## src/rtl/max_scan_accumulator.sv

```systemverilog
// max_scan_accumulator: scans a batch of candidate beats and reports the beat with
// the largest unsigned key (ties go to the later beat) together with the batch size.
// Optional feature: define MAX_SCAN_INDEX_EN to add out_index, the 0-based position
// of the winning beat inside its batch.
module max_scan_accumulator #(
  parameter int unsigned VALUE_SIZE        = 4,
  parameter int unsigned DISCRIMINANT_SIZE = 4,
  parameter int unsigned COUNT_SIZE        = 8
) (
  input  logic                         clk,
  input  logic                         reset,
  input  logic                         in_valid,
  output logic                         in_ready,
  input  logic [VALUE_SIZE-1:0]        in_value,
  input  logic [DISCRIMINANT_SIZE-1:0] in_discriminant,
  input  logic                         in_last,
  output logic                         out_valid,
  input  logic                         out_ready,
  output logic [VALUE_SIZE-1:0]        out_value,
  output logic [DISCRIMINANT_SIZE-1:0] out_discriminant,
`ifdef MAX_SCAN_INDEX_EN
  output logic [COUNT_SIZE-1:0]        out_index,
`endif
  output logic [COUNT_SIZE-1:0]        out_count
);

  typedef enum logic [1:0] {StIdle, StAccum, StHold} state_e;

  state_e state_q, state_d;

  // Running best of the batch in progress.
  logic [VALUE_SIZE-1:0]        best_value_q, best_value_d;
  logic [DISCRIMINANT_SIZE-1:0] best_disc_q, best_disc_d;
  logic [COUNT_SIZE-1:0]        count_q, count_d;

  // Published result; only written when a batch closes, so the outputs stay at
  // zero after reset until the first result and never expose a partial batch.
  logic [VALUE_SIZE-1:0]        res_value_q;
  logic [DISCRIMINANT_SIZE-1:0] res_disc_q;
  logic [COUNT_SIZE-1:0]        res_count_q;

`ifdef MAX_SCAN_INDEX_EN
  logic [COUNT_SIZE-1:0]        best_index_q, best_index_d;
  logic [COUNT_SIZE-1:0]        res_index_q;
`endif

  logic accept;
  logic close_batch;
  logic cand_wins;
  logic [COUNT_SIZE-1:0] count_inc;

  assign accept      = in_valid && in_ready;
  assign close_batch = accept && in_last;

  // First beat of a batch wins unconditionally; later beats win on >= (tie to later).
  assign cand_wins = (state_q == StIdle) || (in_discriminant >= best_disc_q);

  // Saturating increment; in ACCUM count_q also equals the 0-based position of the
  // incoming beat, saturated the same way.
  assign count_inc = (count_q == {COUNT_SIZE{1'b1}}) ? count_q : count_q + COUNT_SIZE'(1);

  // State register.
  always_ff @(posedge clk) begin
    if (reset) begin
      state_q <= StIdle;
    end else begin
      state_q <= state_d;
    end
  end

  // Next-state logic.
  always_comb begin
    state_d = state_q;
    unique case (state_q)
      StIdle: begin
        if (accept) state_d = in_last ? StHold : StAccum;
      end
      StAccum: begin
        if (accept && in_last) state_d = StHold;
      end
      StHold: begin
        if (out_ready) state_d = StIdle;
      end
      default: state_d = StIdle;
    endcase
  end

  // Handshake outputs decoded from state.
  always_comb begin
    in_ready  = 1'b0;
    out_valid = 1'b0;
    unique case (state_q)
      StIdle:  in_ready  = 1'b1;
      StAccum: in_ready  = 1'b1;
      StHold:  out_valid = 1'b1;
      default: begin
        in_ready  = 1'b0;
        out_valid = 1'b0;
      end
    endcase
  end

  // Next value of the running best and beat counter.
  always_comb begin
    best_value_d = best_value_q;
    best_disc_d  = best_disc_q;
    count_d      = count_q;
`ifdef MAX_SCAN_INDEX_EN
    best_index_d = best_index_q;
`endif
    if (accept) begin
      if (cand_wins) begin
        best_value_d = in_value;
        best_disc_d  = in_discriminant;
`ifdef MAX_SCAN_INDEX_EN
        best_index_d = (state_q == StIdle) ? '0 : count_q;
`endif
      end
      count_d = (state_q == StIdle) ? COUNT_SIZE'(1) : count_inc;
    end
  end

  // Running-best registers.
  always_ff @(posedge clk) begin
    if (reset) begin
      best_value_q <= '0;
      best_disc_q  <= '0;
      count_q      <= '0;
`ifdef MAX_SCAN_INDEX_EN
      best_index_q <= '0;
`endif
    end else begin
      best_value_q <= best_value_d;
      best_disc_q  <= best_disc_d;
      count_q      <= count_d;
`ifdef MAX_SCAN_INDEX_EN
      best_index_q <= best_index_d;
`endif
    end
  end

  // Result registers capture the final winner, including the closing beat.
  always_ff @(posedge clk) begin
    if (reset) begin
      res_value_q <= '0;
      res_disc_q  <= '0;
      res_count_q <= '0;
`ifdef MAX_SCAN_INDEX_EN
      res_index_q <= '0;
`endif
    end else if (close_batch) begin
      res_value_q <= best_value_d;
      res_disc_q  <= best_disc_d;
      res_count_q <= count_d;
`ifdef MAX_SCAN_INDEX_EN
      res_index_q <= best_index_d;
`endif
    end
  end

  assign out_value        = res_value_q;
  assign out_discriminant = res_disc_q;
  assign out_count        = res_count_q;
`ifdef MAX_SCAN_INDEX_EN
  assign out_index        = res_index_q;
`endif

endmodule

```

## config.mk

```make
export PLATFORM = sky130hd
export DESIGN_NAME = max_scan_accumulator
export DESIGN_NICKNAME = d
export VERILOG_FILES = /design/src/rtl/max_scan_accumulator.sv
export SDC_FILE = /design/constraint.sdc
export NUM_CORES = 1
export LEC_CHECK = 0
export ABC_CLOCK_PERIOD_IN_PS = 3700
export CAP_MARGIN = 15
export CORE_UTILIZATION = 38
export CTS_CLUSTER_DIAMETER = 100
export DETAILED_ROUTE_END_ITERATION = 8
export SYNTH_ARGS = -nofsm -noshare
export SYNTH_HDL_FRONTEND = slang
export SYNTH_SLANG_ARGS = --single-unit
export TNS_END_PERCENT = 50
```

## constraint.sdc

```tcl
create_clock -name clk -period 3.7 [get_ports clk]
set_clock_uncertainty 0.1 [all_clocks]
set_input_delay 0.74 -clock clk [delete_from_list [all_inputs] [get_ports clk]]
set_output_delay 0.74 -clock clk [all_outputs]
set_load 0.02 [all_outputs]
```

==> results by stage, run 1 <==
Route:
- The average detailed-routed wire length per instance is 15.3 um.
- The post-detailed-routing wire length is 4.18 mm.
- In the routed design, unresolved DRC markers number 0.
- The number of vias in the routed layout is 1555.
- The number of vias per cell is 5.70.
- After detailed routing, the wire length on met1 is 2.03 mm.
- The total met2 wirelength after detailed routing is 1.94 mm.
- Before antenna repair, the detailed router went through 4 iterations.
- In this run, the number of DRC markers left after iteration 0 of detailed routing was 100.
- The top metal layer carrying routed signals is met4.
- The routed design uses 186 um of met3 wire.
- The post-route antenna net violation count is 0.

Logic synthesis:
- In this run the cell area of the synthesized design comes to 1700 um2.
- Sequential cells were found to cover 40.0% of the synthesized design area.
- Synthesis produced a netlist with a net count of 213.
- The fraction of post-synthesis cell area in the top cell type by area is 40.0%.
- In the post-synthesis netlist, the biggest area contributors are sky130_fd_sc_hd__dfxtp_1 (40%), sky130_fd_sc_hd__nand2_1 (5.5%), sky130_fd_sc_hd__mux2i_1 (4.7%), sky130_fd_sc_hd__a311oi_1 (4.1%), sky130_fd_sc_hd__ha_1 (3.7%).
- Averaged over all synthesized cells, the footprint is 8.72 um2.
- The largest total area in the synthesized netlist belongs to sky130_fd_sc_hd__dfxtp_1.
- Yosys mapped the design onto 40 distinct sky130hd cell types.
- The prevailing post-synth register cell is sky130_fd_sc_hd__dfxtp_1.
- In this run, synthesis inferred 0 flip-flops with an integrated enable.
- Of all flip-flops after synthesis, the portion carrying an async set or reset was 0%.
- Synthesis produced a netlist whose cell count is 195.
- The count of synthesis-stage warnings from yosys is 0.
- In this run, synthesis produced a sequential element count of 34.

Setup path:
- STA classifies the critical path startpoint as an input port.
- The worst-path maximum fanout is 11.
- The type of element capturing the critical path is a flip-flop.
- The classification of the worst setup path is input port to flip-flop.
- STA puts the critical path data required time at 3740 ps.
- The critical path arrival is 2570 ps.

Final layout:
- The antenna diode count is 0.
- Counting the fill cells in the layout gives 396.
- After the flow finishes, the layout carries non-filler instances totaling 273.
- The share of post-route cells with drive strength above 1 is 6.28%.
- The multi-input gate area in the final layout is 933 um2.
- The number of nets in the layout is 242.
- The storage element area is 681 um2.
- The growth of design area from synthesis to finish is 24.4%.

Timing:
- On the final layout, the worst hold slack is 355 ps.
- The final critical path takes up 68.6% of the cycle.
- The highest clock rate is 394 MHz.
- The hold violation total from the final report is 0.
- The worst-margin pin slew is 527 ps.
- The worst path needs 2540 ps of the cycle, external delays included.
- The number of pins exceeding their max-slew limit in the final report is 0.
- Setup repair after global routing left no endpoint under its margin.
- The setup total negative slack is 0 ps.
- Measured against its own limit, the worst slew margin works out to 64.7%.
- The number of failing setup endpoints in the final timing report is 0.

Power:
- The internal power is 0.585 mW.
- Total power for the finished layout comes to 0.810 mW.
- The power density of the placed cells is 383 nW/um2.
- The share of total power in combinational logic is 17.5%.
- Sequential cells burn 48.8% of the power.
- The portion of total power attributed to the clock network is 33.6%.
- Summed over all cells, the static leakage comes to 0.706 nW.
- The worst-case IR drop observed on VDD is 0.170 mV.
- Of the total power, the share spent switching nets is 27.7%.
- The analysis attributes to net switching a power of 0.225 mW.

Clock network:
- In this run, CTS created clock tree buffers numbering 5.
- The post-CTS setup buffer count is 0.
- The clock network latency to the later pin of the worst-skew pair is 280 ps.
- The total of hold buffers inserted after clock tree synthesis is 0.
- The post-cts gate resize count is 0.
- After clock tree synthesis, the clock-pin slew on the worst setup and hold paths is 70 ps.
- The cell at the root of the clock tree is sky130_fd_sc_hd__clkbuf_8.
- The clock tree from TritonCTS is done.
- Clock tree synthesis found a total of 34 sinks.
- The deepest clock path buffer count is 2.
- The clock tree synthesis step divided the H-tree into 2 levels.

Global routing:
- The global-route wire length before repair is 6.83 mm.
- The largest net degree at the start of global routing is 31.
- The global route total overflow is 0.
- The via count of the first global-routing pass is 1449.
- The overall routing resource usage is 19.5%.
- The initial antenna violation count is 0.

Hold path:
- The type of the tightest min-delay check is flip-flop to flip-flop.

Outcome:
- The flow ran to the end, and the final reports show no timing, DRC or antenna violations.

Die:
- In this run the horizontal extent of the chip is 68.9 um.
- Once the floorplan was initialized, standard cells occupied 41.0% of the core.
- The number of top-level pins is 31.
- The die height is 68.9 um.
- The region available for standard cell placement spans 4140 um2.
- The number of rows created at floorplan is 23.
- The die covers 4750 um2.

Place:
- Detailed placement finished with a half-perimeter wire length of 2.99 mm.
- The final weighted congestion in routability-driven placement is 0.812.
- The placed instance count is 267.
- Buffers placed on the I/O ports in this run total 30.

Flow run:
- Across the run, the number of max-cap violations was 0.
## placed cells by master (no fill, tap or decap), types with 2 or more instances in the layout
master and instances:
sky130_fd_sc_hd__nand4_1 2, sky130_fd_sc_hd__nor3_1 3, sky130_fd_sc_hd__a21oi_1 12, sky130_fd_sc_hd__nand2_1 25, sky130_fd_sc_hd__and4_1 2, sky130_fd_sc_hd__nor2_1 13, sky130_fd_sc_hd__mux2i_1 8, sky130_fd_sc_hd__a31oi_1 2
sky130_fd_sc_hd__inv_1 9, sky130_fd_sc_hd__o211ai_1 4, sky130_fd_sc_hd__clkbuf_8 6, sky130_fd_sc_hd__a211oi_1 6, sky130_fd_sc_hd__o32ai_1 4, sky130_fd_sc_hd__o31ai_1 4, sky130_fd_sc_hd__nand3_1 11, sky130_fd_sc_hd__clkdlybuf4s50_1 30
sky130_fd_sc_hd__a311oi_1 8, sky130_fd_sc_hd__ha_1 5, sky130_fd_sc_hd__o21ai_0 12, sky130_fd_sc_hd__dfxtp_1 34, sky130_fd_sc_hd__o2111ai_1 3, sky130_fd_sc_hd__buf_4 3
## per-layer routing
layer	vias up	GRT usage, %
met3	2	5.10
met5	-	0
met1	735	25.9
met2	36	30.8
li1	782	-
met4	0	5.36
## flip-flops by register name, indices dropped and copies added, names as in the netlist
signal,cells
out_value,4
best_value_q,4
out_count,8
best_disc_q,4
state_q,2
out_discriminant,4
count_q,8
## Yosys cell counts, types with 2 or more instances
cell                        instances
sky130_fd_sc_hd__buf_2              3
sky130_fd_sc_hd__dfxtp_1           34
sky130_fd_sc_hd__nor3_1             3
sky130_fd_sc_hd__nand4_1            2
sky130_fd_sc_hd__inv_1              9
sky130_fd_sc_hd__o211ai_1           4
sky130_fd_sc_hd__a31oi_1            2
sky130_fd_sc_hd__nor2_1            13
sky130_fd_sc_hd__clkbuf_1           6
sky130_fd_sc_hd__nand3_1           11
sky130_fd_sc_hd__a21oi_1           12
sky130_fd_sc_hd__mux2i_1            8
sky130_fd_sc_hd__ha_1               5
sky130_fd_sc_hd__a211oi_1           6
sky130_fd_sc_hd__o32ai_1            4
sky130_fd_sc_hd__o2111ai_1          3
sky130_fd_sc_hd__o31ai_1            4
sky130_fd_sc_hd__nand2_1           25
sky130_fd_sc_hd__a311oi_1           8
sky130_fd_sc_hd__o21ai_0           12
sky130_fd_sc_hd__and4_1             2
## stage by stage
stage / setup WS [ps] / utilization (%) / cell area [um2]
floorplan: 1510 / - / 1700
global placement: 944 / 49.1 / 2030
detailed placement: 860 / 49.1 / 2030
CTS: 1160 / 51.1 / 2120
global route: 990 / 51.1 / 2120
finish: 1160 / 51.1 / 2120
## final timing paths
check,startpoint,end,slack (ps),depth (start not counted)
worst min register to register,out_count[2],out_count[2],360,2
worst max-delay path,in_discriminant[0],out_value[0],1160,7
worst min-delay path,out_count[2],out_count[2],360,2
worst max register to register,best_disc_q[1],out_value[0],1770,6
## power by group through the flow
stage	clock network, mW	registers, mW	logic [mW]
2_1_floorplan	0	0.408	0.0857
3_3_place_gp	0	0.403	0.138
3_5_place_dp	0	0.404	0.142
4_1_cts	0.275	0.396	0.142
5_1_grt	0.293	0.398	0.156
6_report	0.273	0.396	0.142
## worst max-delay path, stage by stage
cell and delay, ps:
sky130_fd_sc_hd__clkdlybuf4s50_1 500, sky130_fd_sc_hd__inv_1 50, sky130_fd_sc_hd__ha_1 280, sky130_fd_sc_hd__or3b_4 400, sky130_fd_sc_hd__o2111a_1 270, sky130_fd_sc_hd__o21ai_0 220
sky130_fd_sc_hd__a311oi_1 110
## layout make-up
cell class              count  share of cell area (%)
multi-input cells         141                    44.1
flip-flops and latches     34                    32.2
inverters                   9                    1.60
well taps                  50                    2.96
repair buffers             33                    15.3
clock buffers               6                    3.90
## logic make-up after synthesis
kind of cell	after synthesis	share of synthesized area, %
and+or+nand+nor	64	18.0
AOI/OAI and AO/OA	63	28.0
DFF	34	40.0
buffers and inverters	20	5.08
muxes	8	4.71
adders and majority gates	5	3.68
xor gates and xnor gates	1	0.515
Note: power is estimated with default switching activity, not from simulation.
==> run 2, diff against run 1 <==
ABC_CLOCK_PERIOD_IN_PS = 2600   (was 3700)
clock period = 2.6 ns   (was 3.7 ns; I/O delays follow)
==> results by stage, run 2 (same netlist as run 1, synthesis figures left out) <==
Power:
- The design draws 1.18 mW.
- The share of total power dissipated in sequential elements is 47.7%.
- The static leakage power is 0.721 nW.
- The share of total power in combinational logic is 17.4%.
- The net load switching power is 0.335 mW.
- Across the VDD grid, the largest voltage drop is 0.302 mV.
- Net switching is 28.4% of the power.
- The power density of the placed cells is 552 nW/um2.
- Cell internal power was estimated by the tool at 0.845 mW.
- The share of total power dissipated in the clock network is 35.0%.

Place:
- The placed instance count is 269.
- The final weighted congestion in routability-driven placement is 0.805.
- OpenSTA, run right after detailed placement, puts the worst setup slack at 14.1 ps.
- Once detailed placement completed, the half-perimeter wirelength came to 2.98 mm.
- After detailed placement, the total cell area comes to 2050 um2.
- The number of port buffers is 30.

Route:
- The DRC violations left is 0.
- The number of vias in the routed layout is 1569.
- The count of nets left with antenna violations once routing finished came out at 0.
- The average detailed-routed wire length per instance is 15.2 um.
- The final layout contains routed wiring with a total length of 4.21 mm.
- The number of iterations in the first detailed-routing pass is 4.
- After detailed routing, the number of vias per cell comes to 5.66.
- After the first detailed-routing iteration, the DRC count stood at 85.

Global routing:
- The first global-routing pass estimated 6.92 mm of wire.
- The largest net degree at the start of global routing is 25.
- The global route total overflow is 0.
- Global routing used 20.2% of the available tracks.
- The via count of the first global-routing pass is 1467.
- The initial antenna violation count is 0.

Hold path:
- The cell depth of the worst hold path is 2.
- The min-delay analysis places its worst path in the category flip-flop to flip-flop.

Timing:
- The remaining max-slew budget at the tightest pin is 63.6%.
- Derived from the worst setup path, the maximum achievable clock frequency is 437 MHz.
- The hold violation total from the final report is 0.
- The number of pins exceeding their max-slew limit in the final report is 0.
- The number of failing setup endpoints in the final timing report is 0.
- The setup total negative slack is 0 ps.
- Setup repair after global routing left no endpoint under its margin.
- The minimum clock period after layout is 2290 ps.
- The worst-margin pin slew is 546 ps.
- Final hold analysis gives a worst-case slack of 353 ps.
- Setup slack closes at 310 ps.
- Dividing the final minimum period by the clock period gives 88.1%.

Die:
- For this configuration, the core starts out at a cell density of 41.0%.
- Row generation in the floorplan step produced 23 rows.
- The die height is 68.9 um.
- The floorplan core area is 4140 um2.
- 31 I/O pins were placed.
- The die outline width is 68.9 um.
- The die covers 4750 um2.

Clock network:
- The clock network latency to the later pin of the worst-skew pair is 290 ps.
- The clock transition at the registers of the reported paths is 70 ps.
- CTS built an H-tree with a depth of 2.
- Counting the buffers created by CTS gives 5.
- Hold repair after CTS inserted 0 buffers.
- In this run, post-CTS repair resized a total of 0 instances.
- TritonCTS built the clock tree.
- CTS placed an instance of sky130_fd_sc_hd__clkbuf_8 at the clock tree root.
- The post-CTS setup buffer count is 0.
- CTS saw 34 sinks.
- The deepest clock path buffer count is 2.

Final layout:
- The number of standard cells in the layout, taps in and fillers out is 277.
- The share of post-route cells with drive strength above 1 is 7.49%.
- The finished cells cover 2140 um2.
- The number of nets in the layout is 244.
- The library cells used most frequently in the layout, excluding fill and tap cells, are sky130_fd_sc_hd__dfxtp_1 (34), sky130_fd_sc_hd__clkdlybuf4s50_1 (30), sky130_fd_sc_hd__nand2_1 (25), sky130_fd_sc_hd__nor2_1 (13).
- Leaving out fill and tap cells, the most frequent cell in the layout is sky130_fd_sc_hd__dfxtp_1.
- The number of fill cells is 398.
- Relative to the synthesized area, the layout overhead comes to 25.8%.
- The final cell utilization of the core is 51.6%.
- The antenna diode count is 0.

Setup path:
- The required time reported for the critical path endpoint is 2670 ps.
- The logic depth of the worst register-to-register path is 5.
- The startpoint kind of the worst setup timing path is an input port.
- By startpoint and endpoint, the worst setup path is classified as input port to flip-flop.
- The worst setup path is captured at a flip-flop.
- The critical path arrival is 2360 ps.
- Along the worst path, the maximum fanout reaches 11.

Flow run:
- Max-cap violations in this run came to 0.

Outcome:
- The run finished with clean final reports.
==> run 2: cell count changes in the layout (fill, tap and decap cells not counted), sizes merged <==
cell	previous run	this run
clkinv	0	1
buf	3	5
clkbuf	6	7
==> run 2: critical path, cell delays in order <==
cell,delay [ps]
sky130_fd_sc_hd__clkdlybuf4s50_1,500
sky130_fd_sc_hd__inv_1,50
sky130_fd_sc_hd__ha_1,280
sky130_fd_sc_hd__or3b_4,390
sky130_fd_sc_hd__o2111a_1,270
sky130_fd_sc_hd__o2111ai_1,250
sky130_fd_sc_hd__o31ai_1,100
==> run 2: layout make-up <==
type,count,area [um2],share of cell area (%)
Clock inverter,1,5.00,0.234
Clock buffer,7,86.3,4.04
Sequential cell,34,681,31.8
Timing Repair Buffer,35,338,15.8
Tap cell,50,62.6,2.92
Multi-Input combinational cell,141,933,43.6
Inverter,9,33.8,1.58
==> run 2: worst paths after layout <==
check / startpoint / end / slack, ps
worst max-delay path: in_discriminant[0] / best_disc_q[2] / 310
worst min-delay path: out_count[3] / out_count[3] / 350
worst max register to register: count_q[0] / count_q[5] / 690
worst min register to register: out_count[3] / out_count[3] / 350
==> run 2: power by group through the flow <==
stage          clock network [mW]  logic, mW  registers (mW)
6_report                    0.413      0.205           0.563
3_5_place_dp                    0      0.205           0.574
5_1_grt                     0.445      0.227           0.565
3_3_place_gp                    0      0.201           0.573
4_1_cts                     0.418      0.205           0.563
2_1_floorplan                   0      0.122           0.581
==> run 2: metal layers <==
| layer | up-vias | global-route usage (%) | wire [um] |
|---|---|---|---|
| li1 | 796 | - | - |
| met1 | 710 | 28.1 | 1990 |
| met2 | 57 | 29.7 | 1920 |
| met3 | 6 | 5.26 | 257 |
| met4 | 0 | 7.40 | 46 |
| met5 | - | 0 | 0 |
==> run 3, diff against run 2 <==
CORE_UTILIZATION = 40   (was 38)
==> results by stage, run 3 (same netlist as run 1, synthesis figures left out) <==
Outcome:
- The flow ran to the end, and the final reports show no timing, DRC or antenna violations.

Global routing:
- The initial antenna violation count came to 0.
- The overall routing resource usage is 21.1%.
- After global routing the overflow that remains totals 0.
- The first global-routing pass estimated 7.17 mm of wire.
- Entering global routing, the biggest net connects 17 pins.
- The via count of the first global-routing pass is 1566.

Setup path:
- STA classifies the critical path startpoint as an input port.
- STA puts the critical path data required time at 2660 ps.
- The worst-path maximum fanout is 11.
- The startpoint of the most critical register-to-register path is count_q[0].
- The endpoint identified for the worst register-to-register timing path is out_count[6].
- The type of element capturing the critical path is a flip-flop.
- The critical path arrival is 2400 ps.
- The classification of the worst setup path is input port to flip-flop.
- The worst register-to-register path has a depth of 5.
- The slack of the worst reg-to-reg path is 650 ps.

Die:
- The total die area is 4520 um2.
- The floorplan core area is 4030 um2.
- The initial core utilization is 42.2%.
- In this run the horizontal extent of the chip is 67.2 um.
- For this design the top-level I/O count stands at 31.
- The number of rows created at floorplan is 23.
- The die is 67.2 um tall.

Clock network:
- The clock network latency to the later pin of the worst-skew pair is 280 ps.
- TritonCTS built the clock tree.
- The tree built by TritonCTS fans out to 34 sinks.
- After clock tree synthesis, the flow added hold-fix buffers numbering 0.
- The clock transition at the registers of the reported paths is 70 ps.
- Once the clock tree was built, the resizer swapped 0 gates to a different size.
- The post-CTS setup buffer count is 0.
- The H-tree was split into 2 levels.
- The cell at the root of the clock tree is sky130_fd_sc_hd__clkbuf_8.
- TritonCTS created 5 clock buffers.
- In this run the deepest clock path goes through 2 buffers.

Flow run:
- Max-cap violations in this run came to 0.

Timing:
- The worst pin sits at a relative slew slack of 67.2%.
- The number of pins exceeding their max-slew limit in the final report is 0.
- Of the available clock period, the critical path in the final layout requires 90.1%.
- For the final routed database, the setup TNS stands at 0 ps.
- The worst-margin pin slew is 492 ps.
- The highest clock rate is 427 MHz.
- The minimum clock period after layout is 2340 ps.
- The hold violation total from the final report is 0.
- Setup repair after global routing left no endpoint under its margin.
- Setup violations remaining at the end of the flow were counted as 0.

Final layout:
- The most common library cell in the layout ignoring fill and taps is sky130_fd_sc_hd__dfxtp_1.
- In the layout the commonest cells are sky130_fd_sc_hd__dfxtp_1 (34), sky130_fd_sc_hd__clkdlybuf4s50_1 (30), sky130_fd_sc_hd__nand2_1 (25), sky130_fd_sc_hd__nor2_1 (13).
- The growth of design area from synthesis to finish is 27.4%.
- The number of nets in the layout is 246.
- The share of post-route cells with drive strength above 1 is 8.30%.
- After routing the design area is 2170 um2.
- The number of antenna diodes in the final layout is 0.

Route:
- The number of violations reported at the end of detailed-routing iteration 0 is 78.
- Summing over every cut layer, the via total after detailed routing is 1602.
- The post-detailed-routing wire length is 4.38 mm.
- Dividing the detail-routed via count by the number of cells gives 5.74.
- The DRC violations left is 0.
- The average detailed-routed wire length per instance is 15.7 um.
- The number of iterations in the first detailed-routing pass is 4.
- In this run the remaining antenna-violating nets after routing total 0.

Place:
- Summing all placed instances gives a cell area of 2080 um2.
- The sum of net half-perimeters after detailed placement is 3.03 mm.
- The final weighted congestion in routability-driven placement is 0.841.
- Input and output buffers added on the ports amount to 30.

Hold path:
- The worst min-delay path endpoint is out_count[2].
- The hold path startpoint is out_count[2].
- In this run the worst hold path is classified as flip-flop to flip-flop.
- Along the worst hold path, the cell count comes to 2.

Power:
- In this run the power density over the cells is 544 nW/um2.
- The overall power is 1.18 mW.
- In this run the static leakage power is 0.734 nW.
- VDD sags by at most 0.467 mV.
==> run 3: worst max-delay path, cell delays in order <==
cell                              delay (ps)
sky130_fd_sc_hd__clkdlybuf4s50_1         490
sky130_fd_sc_hd__inv_1                    50
sky130_fd_sc_hd__ha_1                    280
sky130_fd_sc_hd__or3b_4                  400
sky130_fd_sc_hd__o2111a_1                270
sky130_fd_sc_hd__o21ai_0                 260
sky130_fd_sc_hd__a311oi_1                130
==> run 3: how the worst max path moves through the flow <==
stage / start / endpoint / slack (ps) / depth (start not counted)
4_1_cts: in_discriminant[0] / out_discriminant[3] / 280 / 7
2_1_floorplan: in_discriminant[0] / best_disc_q[1] / 630 / 7
3_5_place_dp: in_discriminant[0] / out_discriminant[3] / -0.2 / 7
3_3_place_gp: in_discriminant[0] / out_discriminant[3] / 20 / 7
6_report: in_discriminant[0] / out_discriminant[3] / 260 / 7
5_1_grt: in_discriminant[0] / out_discriminant[0] / 210 / 7
==> run 3: cell type report <==
class	instances	area [um2]
clock buffers	7	86.3
clock inverters	1	5.00
repair buffers	37	365
well taps	50	62.6
inverters	9	33.8
fillers	374	1860
multi-input cells	141	933
flip-flops and latches	34	681
==> run 3: routing by layer <==
layer  GRT usage, %  part of all wire (%)  vias to the layer above
met5              0                     0                        -
met4           6.12                  0.91                        0
met3           5.41                   3.2                        4
met2           37.1                    49                       22
met1           25.1                    47                      780
li1               -                     -                      796
==> run 3: where the power goes <==
| part | total [mW] | switching [mW] | leakage (nW) | internal (mW) |
|---|---|---|---|---|
| registers | 0.563 | 0.0182 | 0.278 | 0.544 |
| clock network | 0.402 | 0.188 | 0.0482 | 0.214 |
| logic | 0.214 | 0.122 | 0.408 | 0.0925 |
==> run 3: stage by stage <==
stage          utilization, %  worst slack [ps]  hold WS, ps  cells
6_report                 53.8               257          352    279
3_3_place_gp             51.5              17.6          341    271
2_1_floorplan               -               635          335    195
4_1_cts                  53.8               283          354    279
3_5_place_dp             51.5            -0.160          344    271
5_1_grt                  53.8               207          369    279
